File: config.mk
export PLATFORM = sky130hd
export DESIGN_NAME = nnrv_id_flat
export DESIGN_NICKNAME = d
export VERILOG_FILES = /design/src/rtl/nnrv_id_pkg.sv /design/src/rtl/nnrv_id_if.sv /design/src/rtl/nnrv_id_imm_gen.sv /design/src/rtl/nnrv_id.sv /design/src/flat_wrapper.sv
export SDC_FILE = /design/constraint.sdc
export NUM_CORES = 1
export LEC_CHECK = 0
export CORE_AREA = 2 2 283 285
export DETAILED_ROUTE_END_ITERATION = 12
export DIE_AREA = 0 0 285 287
export PLACE_DENSITY_LB_ADDON = 0.15
export RECOVER_POWER = 50
export SKIP_CTS_REPAIR_TIMING = 1
export SYNTH_ARGS = -nofsm -noshare
export SYNTH_HDL_FRONTEND = slang
export SYNTH_SLANG_ARGS = --single-unit
export TNS_END_PERCENT = 100
File: constraint.sdc
create_clock -name i_clk -period 8.5 [get_ports i_clk]
set_input_delay 1.7 -clock i_clk [delete_from_list [all_inputs] [get_ports i_clk]]
set_output_delay 1.7 -clock i_clk [all_outputs]
set_load 0.02 [all_outputs]
File: src/rtl/nnrv_id_pkg.sv
// nnrv decode shared definitions: opcodes, branch funct3 codes, register-address width.
// Pure constants; no logic.
package nnrv_id_pkg;

  localparam int REG_AW = 5;

  localparam logic [6:0] OPC_LUI    = 7'b0110111;
  localparam logic [6:0] OPC_AUIPC  = 7'b0010111;
  localparam logic [6:0] OPC_JAL    = 7'b1101111;
  localparam logic [6:0] OPC_JALR   = 7'b1100111;
  localparam logic [6:0] OPC_BRANCH = 7'b1100011;
  localparam logic [6:0] OPC_LOAD   = 7'b0000011;
  localparam logic [6:0] OPC_STORE  = 7'b0100011;
  localparam logic [6:0] OPC_OPIMM  = 7'b0010011;
  localparam logic [6:0] OPC_OP     = 7'b0110011;
  localparam logic [6:0] OPC_OPIMM32 = 7'b0011011;
  localparam logic [6:0] OPC_OP32   = 7'b0111011;

  localparam logic [2:0] F3_BEQ  = 3'b000;
  localparam logic [2:0] F3_BNE  = 3'b001;
  localparam logic [2:0] F3_RSV2 = 3'b010;
  localparam logic [2:0] F3_RSV3 = 3'b011;
  localparam logic [2:0] F3_BLT  = 3'b100;
  localparam logic [2:0] F3_BGE  = 3'b101;
  localparam logic [2:0] F3_BLTU = 3'b110;
  localparam logic [2:0] F3_BGEU = 3'b111;

endpackage

File: src/rtl/nnrv_id_if.sv
// Decode-to-execute bundle; master drives from the ID pipeline register, slave is execute.
// Registered by the producer; no backpressure (execute always accepts).
interface nnrv_id_ex_if import nnrv_id_pkg::*; #(
  parameter int XLEN = 64
);
  logic              valid;
  logic [XLEN-1:0]   pc;
  logic [6:0]        opcode;
  logic [2:0]        funct3;
  logic              funct7b5;
  logic [XLEN-1:0]   rs1_data;
  logic [XLEN-1:0]   rs2_data;
  logic [XLEN-1:0]   imm;
  logic [REG_AW-1:0] rd_addr;
  logic              rd_we;
  logic              illegal;

  modport master (output valid, pc, opcode, funct3, funct7b5, rs1_data, rs2_data,
                  imm, rd_addr, rd_we, illegal);
  modport slave  (input  valid, pc, opcode, funct3, funct7b5, rs1_data, rs2_data,
                  imm, rd_addr, rd_we, illegal);
endinterface

File: src/rtl/nnrv_id_imm_gen.sv
// Combinational RV64I immediate generator; fmt_valid flags opcodes with a known format.
// Zero latency, no state.
module nnrv_imm_gen import nnrv_id_pkg::*; #(
  parameter int XLEN = 64
) (
  input  logic [31:0]     i_instr,
  output logic [XLEN-1:0] o_imm,
  output logic            o_fmt_valid
);

  always_comb begin
    o_imm       = '0;
    o_fmt_valid = 1'b1;
    case (i_instr[6:0])
      OPC_LUI, OPC_AUIPC:
        o_imm = {{(XLEN-32){i_instr[31]}}, i_instr[31:12], 12'b0};
      OPC_JAL:
        o_imm = {{(XLEN-21){i_instr[31]}}, i_instr[31], i_instr[19:12],
                 i_instr[20], i_instr[30:21], 1'b0};
      OPC_JALR, OPC_LOAD, OPC_OPIMM, OPC_OPIMM32:
        o_imm = {{(XLEN-12){i_instr[31]}}, i_instr[31:20]};
      OPC_STORE:
        o_imm = {{(XLEN-12){i_instr[31]}}, i_instr[31:25], i_instr[11:7]};
      OPC_BRANCH:
        o_imm = {{(XLEN-13){i_instr[31]}}, i_instr[31], i_instr[7],
                 i_instr[30:25], i_instr[11:8], 1'b0};
      OPC_OP, OPC_OP32:
        o_imm = '0;
      default:
        o_fmt_valid = 1'b0;
    endcase
  end

endmodule

File: src/rtl/nnrv_id.sv
// nnrv RV64I decode: forwarding, load-use detection, same-cycle jump/branch redirect.
// Fetch controls are combinational; execute bundle is registered (1 cycle), no backpressure.
module nnrv_id import nnrv_id_pkg::*; #(
  parameter int XLEN        = 64,
  parameter int INSTR_WIDTH = 32
) (
  input  logic                   i_clk,
  input  logic                   i_rst,
  input  logic [INSTR_WIDTH-1:0] i_if_instr,
  input  logic [XLEN-1:0]        i_if_cur_pc,
  output logic                   o_if_jmp_stall,
  output logic [XLEN-1:0]        o_if_jmp_pc,
  output logic                   o_if_hazard_stall,
  output logic [REG_AW-1:0]      o_rf_rs1_addr,
  output logic [REG_AW-1:0]      o_rf_rs2_addr,
  input  logic [XLEN-1:0]        i_rf_rs1_data,
  input  logic [XLEN-1:0]        i_rf_rs2_data,
  input  logic                   i_ex_rd_we,
  input  logic [REG_AW-1:0]      i_ex_rd_addr,
  input  logic [XLEN-1:0]        i_ex_rd_data,
  input  logic                   i_ex_is_load,
  input  logic                   i_wb_rd_we,
  input  logic [REG_AW-1:0]      i_wb_rd_addr,
  input  logic [XLEN-1:0]        i_wb_rd_data,
  nnrv_id_ex_if.master           ex
);

  logic [6:0]        w_opcode;
  logic [2:0]        w_funct3;
  logic [REG_AW-1:0] w_rs1, w_rs2, w_rd;
  logic [XLEN-1:0]   w_imm, w_rs1_val, w_rs2_val, w_target, w_jalr_sum;
  logic              w_fmt_valid, w_legal, w_illegal, w_hazard, w_issue, w_redirect;
  logic              w_use_rs1, w_use_rs2, w_taken;
  logic              w_is_lui, w_is_auipc, w_is_jal, w_is_jalr, w_is_br, w_is_st, w_is_op, w_is_op32;

  assign w_opcode = i_if_instr[6:0];
  assign w_funct3 = i_if_instr[14:12];
  assign w_rd     = i_if_instr[11:7];
  assign w_rs1    = i_if_instr[19:15];
  assign w_rs2    = i_if_instr[24:20];

  assign w_is_lui   = (w_opcode == OPC_LUI);
  assign w_is_auipc = (w_opcode == OPC_AUIPC);
  assign w_is_jal   = (w_opcode == OPC_JAL);
  assign w_is_jalr  = (w_opcode == OPC_JALR);
  assign w_is_br    = (w_opcode == OPC_BRANCH);
  assign w_is_st    = (w_opcode == OPC_STORE);
  assign w_is_op    = (w_opcode == OPC_OP);
  assign w_is_op32  = (w_opcode == OPC_OP32);

  nnrv_imm_gen #(.XLEN(XLEN)) u_imm_gen (
    .i_instr     (i_if_instr[31:0]),
    .o_imm       (w_imm),
    .o_fmt_valid (w_fmt_valid)
  );

  // Opcode 0 has no format, so it is neither legal nor flagged illegal.
  assign w_legal   = w_fmt_valid && !(w_is_br && (w_funct3 == F3_RSV2 || w_funct3 == F3_RSV3));
  assign w_illegal = (w_opcode != 7'd0) && !w_legal;
  assign w_use_rs1 = w_legal && !(w_is_lui || w_is_auipc || w_is_jal);
  assign w_use_rs2 = w_legal && (w_is_br || w_is_st || w_is_op || w_is_op32);

  assign w_hazard = !i_rst && i_ex_is_load && i_ex_rd_we && (i_ex_rd_addr != '0) &&
                    ((w_use_rs1 && i_ex_rd_addr == w_rs1) || (w_use_rs2 && i_ex_rd_addr == w_rs2));

  // A load in EX never forwards; its data only exists once it reaches WB.
  function automatic logic [XLEN-1:0] fwd(input logic [REG_AW-1:0] a, input logic [XLEN-1:0] rf,
                                          input logic ex_we, input logic [REG_AW-1:0] ex_a,
                                          input logic [XLEN-1:0] ex_d, input logic ex_ld,
                                          input logic wb_we, input logic [REG_AW-1:0] wb_a,
                                          input logic [XLEN-1:0] wb_d);
    if (a == '0)                           return '0;
    else if (ex_we && ex_a == a && !ex_ld) return ex_d;
    else if (wb_we && wb_a == a)           return wb_d;
    else                                   return rf;
  endfunction

  assign w_rs1_val = fwd(w_rs1, i_rf_rs1_data, i_ex_rd_we, i_ex_rd_addr, i_ex_rd_data,
                         i_ex_is_load, i_wb_rd_we, i_wb_rd_addr, i_wb_rd_data);
  assign w_rs2_val = fwd(w_rs2, i_rf_rs2_data, i_ex_rd_we, i_ex_rd_addr, i_ex_rd_data,
                         i_ex_is_load, i_wb_rd_we, i_wb_rd_addr, i_wb_rd_data);

  always_comb begin
    w_taken = 1'b0;
    case (w_funct3)
      F3_BEQ:  w_taken = (w_rs1_val == w_rs2_val);
      F3_BNE:  w_taken = (w_rs1_val != w_rs2_val);
      F3_BLT:  w_taken = ($signed(w_rs1_val) <  $signed(w_rs2_val));
      F3_BGE:  w_taken = ($signed(w_rs1_val) >= $signed(w_rs2_val));
      F3_BLTU: w_taken = (w_rs1_val <  w_rs2_val);
      F3_BGEU: w_taken = (w_rs1_val >= w_rs2_val);
      default: w_taken = 1'b0;
    endcase
  end

  assign w_jalr_sum = w_rs1_val + w_imm;
  assign w_target   = w_is_jalr ? {w_jalr_sum[XLEN-1:1], 1'b0} : (i_if_cur_pc + w_imm);
  assign w_redirect = !i_rst && !w_hazard && w_legal && (w_is_jal || w_is_jalr || (w_is_br && w_taken));
  assign w_issue    = w_legal && !w_hazard;

  assign o_if_jmp_stall    = w_redirect;
  assign o_if_jmp_pc       = w_redirect ? w_target : '0;
  assign o_if_hazard_stall = w_hazard;
  assign o_rf_rs1_addr     = w_rs1;
  assign o_rf_rs2_addr     = w_rs2;

  logic              r_valid, r_funct7b5, r_rd_we, r_illegal;
  logic [XLEN-1:0]   r_pc, r_rs1_data, r_rs2_data, r_imm;
  logic [6:0]        r_opcode;
  logic [2:0]        r_funct3;
  logic [REG_AW-1:0] r_rd_addr;

  // Bubbles and illegal ops carry an all-zero payload into execute.
  always_ff @(posedge i_clk) begin
    if (i_rst) begin
      r_valid    <= 1'b0;
      r_illegal  <= 1'b0;
      r_pc       <= '0;
      r_opcode   <= '0;
      r_funct3   <= '0;
      r_funct7b5 <= 1'b0;
      r_rs1_data <= '0;
      r_rs2_data <= '0;
      r_imm      <= '0;
      r_rd_addr  <= '0;
      r_rd_we    <= 1'b0;
    end else begin
      r_valid    <= w_issue;
      r_illegal  <= w_illegal && !w_hazard;
      r_pc       <= w_issue ? i_if_cur_pc : '0;
      r_opcode   <= w_issue ? w_opcode : '0;
      r_funct3   <= w_issue ? w_funct3 : '0;
      r_funct7b5 <= w_issue && i_if_instr[30];
      r_rs1_data <= w_issue ? w_rs1_val : '0;
      r_rs2_data <= w_issue ? w_rs2_val : '0;
      r_imm      <= w_issue ? w_imm : '0;
      r_rd_addr  <= w_issue ? w_rd : '0;
      r_rd_we    <= w_issue && (w_rd != '0) && !w_is_br && !w_is_st;
    end
  end

  assign ex.valid    = r_valid;
  assign ex.illegal  = r_illegal;
  assign ex.pc       = r_pc;
  assign ex.opcode   = r_opcode;
  assign ex.funct3   = r_funct3;
  assign ex.funct7b5 = r_funct7b5;
  assign ex.rs1_data = r_rs1_data;
  assign ex.rs2_data = r_rs2_data;
  assign ex.imm      = r_imm;
  assign ex.rd_addr  = r_rd_addr;
  assign ex.rd_we    = r_rd_we;

endmodule

File: src/flat_wrapper.sv
// flat-port wrapper written by rule: the top's interface ports become plain ports
module nnrv_id_flat import nnrv_id_pkg::*;
#(
  parameter int XLEN        = 64,
  parameter int INSTR_WIDTH = 32
)
  (i_clk, i_rst, i_if_instr, i_if_cur_pc, o_if_jmp_stall, o_if_jmp_pc, o_if_hazard_stall, o_rf_rs1_addr, o_rf_rs2_addr, i_rf_rs1_data, i_rf_rs2_data, i_ex_rd_we, i_ex_rd_addr, i_ex_rd_data, i_ex_is_load, i_wb_rd_we, i_wb_rd_addr, i_wb_rd_data, ex_valid, ex_pc, ex_opcode, ex_funct3, ex_funct7b5, ex_rs1_data, ex_rs2_data, ex_imm, ex_rd_addr, ex_rd_we, ex_illegal);
  nnrv_id_ex_if #(.XLEN(XLEN)) ex_i ();
  input  logic i_clk;
  input  logic i_rst;
  input  logic [INSTR_WIDTH-1:0] i_if_instr;
  input  logic [XLEN-1:0] i_if_cur_pc;
  output logic o_if_jmp_stall;
  output logic [XLEN-1:0] o_if_jmp_pc;
  output logic o_if_hazard_stall;
  output logic [REG_AW-1:0] o_rf_rs1_addr;
  output logic [REG_AW-1:0] o_rf_rs2_addr;
  input  logic [XLEN-1:0] i_rf_rs1_data;
  input  logic [XLEN-1:0] i_rf_rs2_data;
  input  logic i_ex_rd_we;
  input  logic [REG_AW-1:0] i_ex_rd_addr;
  input  logic [XLEN-1:0] i_ex_rd_data;
  input  logic i_ex_is_load;
  input  logic i_wb_rd_we;
  input  logic [REG_AW-1:0] i_wb_rd_addr;
  input  logic [XLEN-1:0] i_wb_rd_data;
  output wire logic [$bits(ex_i.valid)-1:0] ex_valid;
  output wire logic [$bits(ex_i.pc)-1:0] ex_pc;
  output wire logic [$bits(ex_i.opcode)-1:0] ex_opcode;
  output wire logic [$bits(ex_i.funct3)-1:0] ex_funct3;
  output wire logic [$bits(ex_i.funct7b5)-1:0] ex_funct7b5;
  output wire logic [$bits(ex_i.rs1_data)-1:0] ex_rs1_data;
  output wire logic [$bits(ex_i.rs2_data)-1:0] ex_rs2_data;
  output wire logic [$bits(ex_i.imm)-1:0] ex_imm;
  output wire logic [$bits(ex_i.rd_addr)-1:0] ex_rd_addr;
  output wire logic [$bits(ex_i.rd_we)-1:0] ex_rd_we;
  output wire logic [$bits(ex_i.illegal)-1:0] ex_illegal;
  assign ex_valid = ex_i.valid;
  assign ex_pc = ex_i.pc;
  assign ex_opcode = ex_i.opcode;
  assign ex_funct3 = ex_i.funct3;
  assign ex_funct7b5 = ex_i.funct7b5;
  assign ex_rs1_data = ex_i.rs1_data;
  assign ex_rs2_data = ex_i.rs2_data;
  assign ex_imm = ex_i.imm;
  assign ex_rd_addr = ex_i.rd_addr;
  assign ex_rd_we = ex_i.rd_we;
  assign ex_illegal = ex_i.illegal;
  nnrv_id #(.XLEN(XLEN), .INSTR_WIDTH(INSTR_WIDTH)) u_core (.i_clk(i_clk), .i_rst(i_rst), .i_if_instr(i_if_instr), .i_if_cur_pc(i_if_cur_pc), .o_if_jmp_stall(o_if_jmp_stall), .o_if_jmp_pc(o_if_jmp_pc), .o_if_hazard_stall(o_if_hazard_stall), .o_rf_rs1_addr(o_rf_rs1_addr), .o_rf_rs2_addr(o_rf_rs2_addr), .i_rf_rs1_data(i_rf_rs1_data), .i_rf_rs2_data(i_rf_rs2_data), .i_ex_rd_we(i_ex_rd_we), .i_ex_rd_addr(i_ex_rd_addr), .i_ex_rd_data(i_ex_rd_data), .i_ex_is_load(i_ex_is_load), .i_wb_rd_we(i_wb_rd_we), .i_wb_rd_addr(i_wb_rd_addr), .i_wb_rd_data(i_wb_rd_data), .ex(ex_i));
endmodule
Word-level counts from Yosys, hierarchy flattened:

Cells that the tools add are included.

* logic and storage cells: 107
* flip-flop bits (word level): 275
* memory bits (writable): 0
* input port bits: 367
* latch bits: 0
* ROM bits: 0
* memories: 0

* shift-type cells: 0
* bitwise logic cells: 1
* $mul: 0
* order comparisons: 4
* equality and inequality tests: 24
* muxes and demuxes: 11
* div/mod/pow operators: 0
* add/sub/neg operators: 2
* reductions and logical operators: 54

Operators by type and width (number)
* $mux W64: 8
* $pmux W64 S5: 1
* $add A64 B64 Y64: 2
* $ge A64 B64 Y1: 2
* $lt A64 B64 Y1: 2
* $eq A64 B64 Y1: 1
* $ne A64 B64 Y1: 1
* $eq A7 B6 Y1 const B: 4
* $logic_and A1 B1 Y1: 27
* $eq A7 B5 Y1 const B: 3
* $eq A7 B7 Y1 const B: 3
* $eq A5 B5 Y1: 4
* $eq A3 B3 Y1 const B: 4
* $reduce_or A11 Y1: 1
* $logic_not A5 Y1: 2
* $reduce_bool A5 Y1: 2
* $logic_or A1 B1 Y1: 9
* $logic_not A1 Y1: 8
* $eq A7 B2 Y1 const B: 1
* $reduce_bool A7 Y1: 1
* $eq A3 B2 Y1 const B: 2
* $pmux W1 S6: 1
* $reduce_or A2 Y1: 2
* $reduce_or A4 Y1: 1
* 4 further kinds: 4

Longest topological paths before layout:

Gate-level depths: netlist of the first run.

* depth after elaboration: 14
* mapped depth: 22

Hierarchy:

From an unflattened synthesis of the first run, not the netlist that was laid out.

* cell total of the unflattened synthesis: 2658
* area total of the unflattened synthesis: 21225.4 um2

Modules (own cells, without submodules)
* nnrv_id: area each 20465.9 um2, times used 1, cells each 2554, sequential area each 5505.3 um2
* nnrv_imm_gen: area each 759.5 um2, times used 1, cells each 104, sequential area each 0.0 um2

Worst setup path before layout of the first run:

Ideal clock, no wire load.

* path type: input to output
* start point: input port i_if_instr[2]
* end point: output port o_if_jmp_pc[62]
* slack: -0.354 ns
* arrival time: 7.154 ns
* path buffers: 2
* cell stages on the path: 20
* cell sequence: buf_2 nor4bb_2 and3_1 or3_1 o21ai_0 inv_1 ha_1 clkbuf_1 a21oi_1 o21ai_1 a21o_1 a21o_1 a2111oi_2 nand2_1 a221o_1 a311o_1 a311oi_2 xnor2_1 nor2_1 a211oi_2

* elaborated cells between the ends (all ways): 42

RTL lines
* start: declaration: RTL line flat_wrapper.sv:11 `input logic [INSTR_WIDTH-1:0] i_if_instr;`
* $eq A7 B2 Y1 (tied with other cells): RTL line nnrv_id_imm_gen.sv:14 `case (i_instr[6:0])`
* $reduce_or A4 Y1 or $reduce_or A2 Y1 (tied branches): RTL line nnrv_id_imm_gen.sv:14
* $pmux W64 S5 (*): RTL line nnrv_id_imm_gen.sv:14
* named net u_core.u_imm_gen.o_imm[31]: RTL line nnrv_id_imm_gen.sv:7 `output logic [XLEN-1:0] o_imm,`
* $add A64 B64 Y64, on equally long branches: RTL line nnrv_id.sv:97, nnrv_id.sv:96
* $mux W64 (*): RTL line nnrv_id.sv:97 `assign w_target = w_is_jalr ? {w_jalr_sum[XLEN-1:1], 1'b0} : (i_if_cur_pc + w_imm);`
* $mux W64 (*): RTL line nnrv_id.sv:102 `assign o_if_jmp_pc = w_redirect ? w_target : '0;`
* end: declaration: RTL line flat_wrapper.sv:14 `output logic [XLEN-1:0] o_if_jmp_pc;`

Mark *: on every way through the listed nets, which the timed path passes. The rest lies on a longest branch.

Final worst setup path of the first run:

* start point: input port i_ex_rd_addr[3]
* end point: output port o_if_jmp_pc[37]

* longest elaborated chain between the ends: 11
* elaborated cells between the ends (all ways): 32

Ends and longest elaborated chain
* start: declaration: RTL line flat_wrapper.sv:21 `input logic [REG_AW-1:0] i_ex_rd_addr;`
* $eq A5 B5 Y1 (*): RTL line nnrv_id.sv:73 `else if (ex_we && ex_a == a && !ex_ld) return ex_d;`
* $logic_and A1 B1 Y1 (*) (2 in a row): RTL line nnrv_id.sv:73
* $mux W64 (*): RTL line nnrv_id.sv:73
* $mux W64 (*): RTL line nnrv_id.sv:72 `if (a == '0) return '0;`
* named net u_core.w_rs1_val[51]: RTL line nnrv_id.sv:31 `logic [XLEN-1:0] w_imm, w_rs1_val, w_rs2_val, w_target, w_jalr_sum;`
* $ge A64 B64 Y1 (tied with other cells): RTL line nnrv_id.sv:91 `F3_BGEU: w_taken = (w_rs1_val >= w_rs2_val);`
* $pmux W1 S6 (*): RTL line nnrv_id.sv:85 `case (w_funct3)`
* $logic_and A1 B1 Y1 (*): RTL line nnrv_id.sv:98 `assign w_redirect = !i_rst && !w_hazard && w_legal && (w_is_jal || w_is_jalr || (w_is_br && w_taken));`
* $logic_or A1 B1 Y1 (*): RTL line nnrv_id.sv:98
* $logic_and A1 B1 Y1 (*): RTL line nnrv_id.sv:98
* $mux W64 (*): RTL line nnrv_id.sv:102

Marks and branches as above.

==> metrics.txt, run 1 <==
DP Area=roughly 34,000 um2; P per Cell Area=105 nW/um2; Layout Nets=around 4,500; initial antenna violation count=16; grt ovf=0; CP endpoint kind=output port; row cnt=103; Die H=between 200 and 300 um; crit path time final=around 8.6 ns; GP Congestion=a little under 1; pin count of the biggest net entering global routing=roughly 110; TritonRoute pass-1 iters=5; initial DRC count=~1,400; outcome=finished, violations left; Synthesis Warnings=0; Finished Cell Area=37,400 um2; CP required=between 6 and 7 ns; CTS root buf=clkbuf_16; Detail Placement HPWL=~95 mm; CTS tree=done; critical path cell sequence=clkbuf_2 > xnor2_2 > nand2_1 > or3_4 > clkbuf_16 > buf_8 > a211oi_4 > ha_4 > a21o_1 > a221o_1 > a21oi_2 > o21ai_2 > a221o_1 > a211oi_2 > o211ai_1 > buf_4 > mux2i_4 > o211ai_4 > nand3_4 > buf_12 > buf_8 > a211oi_2 > buf_4; Fin Hold WS=about 1.6 ns; I/O Buffers=roughly 700; crit start category=primary input; global-route wire length before repair=about 160 mm; Final period util=101%; cts bufs inserted=35; cell taking the most area after synthesis=dfxtp_1; fmax=117 MHz; Hold Path Class=in2reg; synthesized area=20,400 um2; Yosys cell types=between 80 and 90; Global Route Usage Sum=a little over a quarter; Synth Flop Type=dfxtp_1; crit-path max FO=12; Worst Slack Setup Final=-0.0575 ns; failing checks=capacitance limit, slew limit, setup timing; EDFF count, synth=0; Vias=about 25,000; share of cells above drive strength 1=30.2%; Setup TNS Final=-0.264 ns; Sink Count=around 240; Synth Register Bits=about 240; Final Hold Fails=0; Worst path max stage delay=0.50 ns; area of the multi-input gates=~16,000 um2; number of max-cap violations=1; mean post-synth cell area=approximately 7.8 um2; H-Tree Depth=2; RSZ-0062 raised after global routing=yes; endpoints failing setup=11; IO Count=between 700 and 800; share of the synthesized area in the top cell type=23.9%; layout overhead on the synthesized area=83.4%; largest cells by area after synthesis=dfxtp_1 24%, ha_1 11%, nor2_1 6.9%, mux2i_1 6.3%, and2_1 5.4%; fillers=7,656; Worst-Margin Slew=approximately 1.7 ns; vias per inst=4.98; Mapped Nets=3,164; Slew HR=-13.5%; clk slew on worst S/H paths=around 0.05 ns; core box area=approximately 80,000 um2; Async SR Flop Fraction=0%; DR WL/cell=between 20 and 25 um; DRC=0; Sequential cell area=between 4000 and 5000 um2; fin. max-slew vios=30; Setup Crit Path Kind=in2out; slowest CP cell=or3_4; Syn Inst Count=2,608; peak supply drop=approximately 0.13 mV; total power=3.94 mW; Max Buffers Root-to-Sink=3; DRT antenna net count=0; routed wire length=around 120 mm; register area share after synthesis=between 20% and 30%; Die X=around 290 um; Arr. time, crit path=6.86 ns; Leak Pwr=roughly 18 nW; Total Die Area=roughly 82,000 um2; vias in the first global route=25,300; Initial Util=25.9%
cells by family after synthesis:
group           count (synthesis)  share of synthesized area [%]
compound gates                725                           24.4
xor+xnor                      133                           5.71
fa+ha+maj                     189                           11.7
buf+inv                       249                           5.44
flops                         243                           23.9
mux                           130                           6.39
simple gates                  939                           22.5
cells in the final DEF (no fill, tap or decap), types with 29 or more instances in the layout:
| cell | instances |
|---|---|
| a211o_1 | 66 |
| a211oi_1 | 37 |
| a211oi_2 | 29 |
| a21o_1 | 92 |
| a21oi_1 | 183 |
| and2_1 | 173 |
| buf_4 | 793 |
| clkbuf_16 | 46 |
| clkdlybuf4s50_1 | 348 |
| dfxtp_1 | 243 |
| dlygate4sd3_1 | 275 |
| ha_1 | 159 |
| inv_1 | 40 |
| mux2i_1 | 110 |
| nand2_1 | 121 |
| nand3_1 | 49 |
| nand4_1 | 43 |
| nor2_1 | 351 |
| nor3_1 | 29 |
| o21ai_0 | 77 |
| xnor2_1 | 73 |
| xor2_1 | 51 |
final cells by class:
class	count	share of cell area (%)
Multi-Input combinational cell	2116	43.0
Timing Repair Buffer	1537	37.0
Sequential cell	243	13.0
Tap cell	1050	3.51
Clock buffer	47	2.65
Inverter	44	0.458
Clock inverter	14	0.321
Antenna cell	6	0.0402
state kept, by name (all words and copies together) (netlist names):
signal / cells
u_core.ex.rd_addr: 5
u_core.ex.pc: 64
u_core.ex.funct3: 3
u_core.ex.valid: 1
u_core.ex.rs1_data: 64
u_core.ex.opcode: 7
u_core.ex.illegal: 1
u_core.ex.rs2_data: 64
u_core.ex.funct7b5: 1
u_core.ex.rd_we: 1
u_core.ex.imm: 32
final timing paths:
| kind | startpoint | endpoint | slack, ns | cells after the start |
|---|---|---|---|---|
| setup / recovery | i_ex_rd_addr[3] | o_if_jmp_pc[37] | -0.06 | 23 |
| hold / removal | i_if_instr[5] | u_core.ex.opcode[5] | 1.61 | 4 |
stage by stage:
stage / std cells / utilization [%] / setup slack [ns]
3_3_place_gp: 4926 / 43.0 / -1.36
6_report: 5057 / 47.6 / -0.0575
5_1_grt: 5056 / 47.6 / -0.131
4_1_cts: 4987 / 44.5 / -1.60
3_5_place_dp: 4926 / 43.0 / -1.53
2_1_floorplan: 2608 / - / -0.128
synth_stat cells, types with 76 or more instances:
master    number
nor2_1       376
dfxtp_1      243
a21oi_1      202
ha_1         187
and2_1       175
clkbuf_1     145
mux2i_1      129
nand2_1      125
a21o_1       105
o21ai_0       91
xnor2_1       82
a211oi_1      76
where the power goes:
group          total [mW]  switching (mW)  internal [mW]
registers            1.16         0.00622           1.16
clock network        1.47           0.618          0.852
logic                1.30           0.643          0.659
metal layers:
layer	track usage (%)	routed length [um]	vias to the layer above
li1	-	-	12100
met1	31.0	48000	12100
met2	48.1	60300	820
met3	5.10	6980	154
met4	7.13	3110	8
met5	0	50	-
critical path, delay by kind of cell:
family / cells / cell delay (ns)
AO/OA/AOI/OAI: 10 / 2.45
multiplexers: 1 / 0.19
AND/OR/NAND/NOR: 3 / 0.72
XOR/XNOR: 1 / 0.20
buffers and inverters: 7 / 1.28
adder cells (fa/ha/maj): 1 / 0.26
Power figures use the tool's default switching activity.
==> run 2, diff against run 1 <==
--- a/config.mk
+++ b/config.mk
@@ -5,9 +5,9 @@
 export SDC_FILE = /design/constraint.sdc
 export NUM_CORES = 1
 export LEC_CHECK = 0
-export CORE_AREA = 2 2 283 285
+export CORE_AREA = 2 2 281 283
 export DETAILED_ROUTE_END_ITERATION = 12
-export DIE_AREA = 0 0 285 287
+export DIE_AREA = 0 0 283 285
 export PLACE_DENSITY_LB_ADDON = 0.15
 export RECOVER_POWER = 50
 export SKIP_CTS_REPAIR_TIMING = 1
==> metrics.txt, run 2 (synthesized netlist as in run 1, its figures left out) <==
outcome=finished clean; initial antenna violation count=13; Final period util=between 90 and 100%; Total Die Area=a little over 80,000 um2; clock share of power=39.6%; peak supply drop=0.158 mV; Layout Cells excl Fill=between 5,000 and 6,000; Sink Count=approximately 240; kind of cell adding the most delay to the critical path=compound AO/OA/AOI/OAI gates; number of max-cap violations=0; Slew HR=approximately 42%; grt ovf=0; crit path time final=around 8.5 ns; Die X=~280 um; Comb power frac=a little under a third; core box area=~78,000 um2; crit start category=primary input; DRC=0; DRT antenna net count=0; H-Tree Depth=2; fillers=~7,600; Initial Util=26.2%; Switch Pwr=1.27 mW; slowest CP cell=o41a_1; fin. max-slew vios=0; total power=approximately 4.0 mW; GP Congestion=slightly below 1; fmax=approximately 120 MHz; DR WL/cell=roughly 23 um; Final Hold Fails=0; most common cell after layout, fill and taps aside=buf_4; routed wire length=around 120 mm; TritonRoute pass-1 iters=6; vias per inst=around 5; layout overhead on the synthesized area=82.2%; Crit path top cell by count=clkbuf_16; endpoints failing setup=0; vias in the first global route=between 20,000 and 30,000; CP endpoint kind=output port; Setup Crit Path Kind=in2out; row cnt=~100; global-route wire length before repair=163 mm; area of the multi-input gates=around 16,000 um2; Layout Nets=around 4,500; RSZ-0062 raised after global routing=yes; P_int=around 2.8 mW; Leak Pwr=roughly 18 nW; Max Buffers Root-to-Sink=3; IO Count=718; share of cells above drive strength 1=roughly 29%; P per Cell Area=109 nW/um2; Sequential cell area=4860 um2; Worst Path Buf+Inv=9; Arr. time, crit path=roughly 6.8 ns; Worst-Margin Slew=0.865 ns; Hold Path Class=in2reg; placed cell count=4,905; Seq pwr share=between 20 and 30%; crit-path max FO=8; initial DRC count=approximately 1,300; switching share of power=a little under a third; CP required=roughly 6.8 ns; I/O Buffers=about 700; CTS tree=done; cts bufs inserted=35; Die H=285 um; Detail Placement HPWL=94.6 mm; Vias=25,200; commonest non-fill, non-tap cells in the layout=786 x buf_4, 381 x clkdlybuf4s50_1, 354 x nor2_1; clk slew on worst S/H paths=0.05 ns; Global Route Usage Sum=a little over a quarter; pin count of the biggest net entering global routing=89; CTS root buf=clkbuf_16; Worst path max stage delay=~0.45 ns
## run 2: path summary, 6_finish.rpt
kind                           start             endpoint  slack (ns)  depth (start not counted)
worst min-delay path   i_if_instr[5]  u_core.ex.opcode[5]        1.56                          4
worst max-delay path  i_if_instr[20]       o_if_jmp_pc[0]        0.03                         27
## run 2: power groups by stage
| stage | Sequential (mW) | Combinational (mW) | Clock (mW) |
|---|---|---|---|
| after floorplan | 1.21 | 0.475 | 0 |
| after global placement | 1.19 | 1.18 | 0 |
| after detailed placement | 1.19 | 1.18 | 0 |
| after CTS | 1.17 | 1.19 | 1.64 |
| after global routing | 1.17 | 1.37 | 1.68 |
| final | 1.16 | 1.28 | 1.60 |
## run 2: stage by stage
step | hold slack (ns) | utilization (%) | worst slack, ns | instance area [um2] | TNS, ns
final | 1.56 | 47.7 | 0.0309 | 37200 | 0
after CTS | 1.73 | 44.8 | -1.24 | 34900 | -64.07
after floorplan | 1.78 | - | -0.128 | 20400 | -0.164
after global routing | 1.60 | 47.7 | -0.0766 | 37200 | -2.40
after detailed placement | 2.32 | 43.2 | -1.18 | 33700 | -61.37
after global placement | 2.32 | 43.2 | -1.29 | 33700 | -57.79
## run 2: layout make-up
cell class / instances / area share, %
repair buffers: 1515 / 37.1
diodes: 9 / 0.0606
clock inverters: 13 / 0.525
clock buffers: 49 / 2.77
multi-input cells: 2118 / 42.4
flip-flops and latches: 243 / 13.1
well taps: 1050 / 3.54
inverters: 44 / 0.461
## run 2: metal layers
| metal | GRT usage (%) | vias to the layer above | wire length, um |
|---|---|---|---|
| li1 | - | 12100 | - |
| met1 | 31.4 | 12100 | 48400 |
| met2 | 48.1 | 860 | 58300 |
| met3 | 5.15 | 165 | 6820 |
| met4 | 8.39 | 8 | 3640 |
| met5 | 0 | - | 48 |
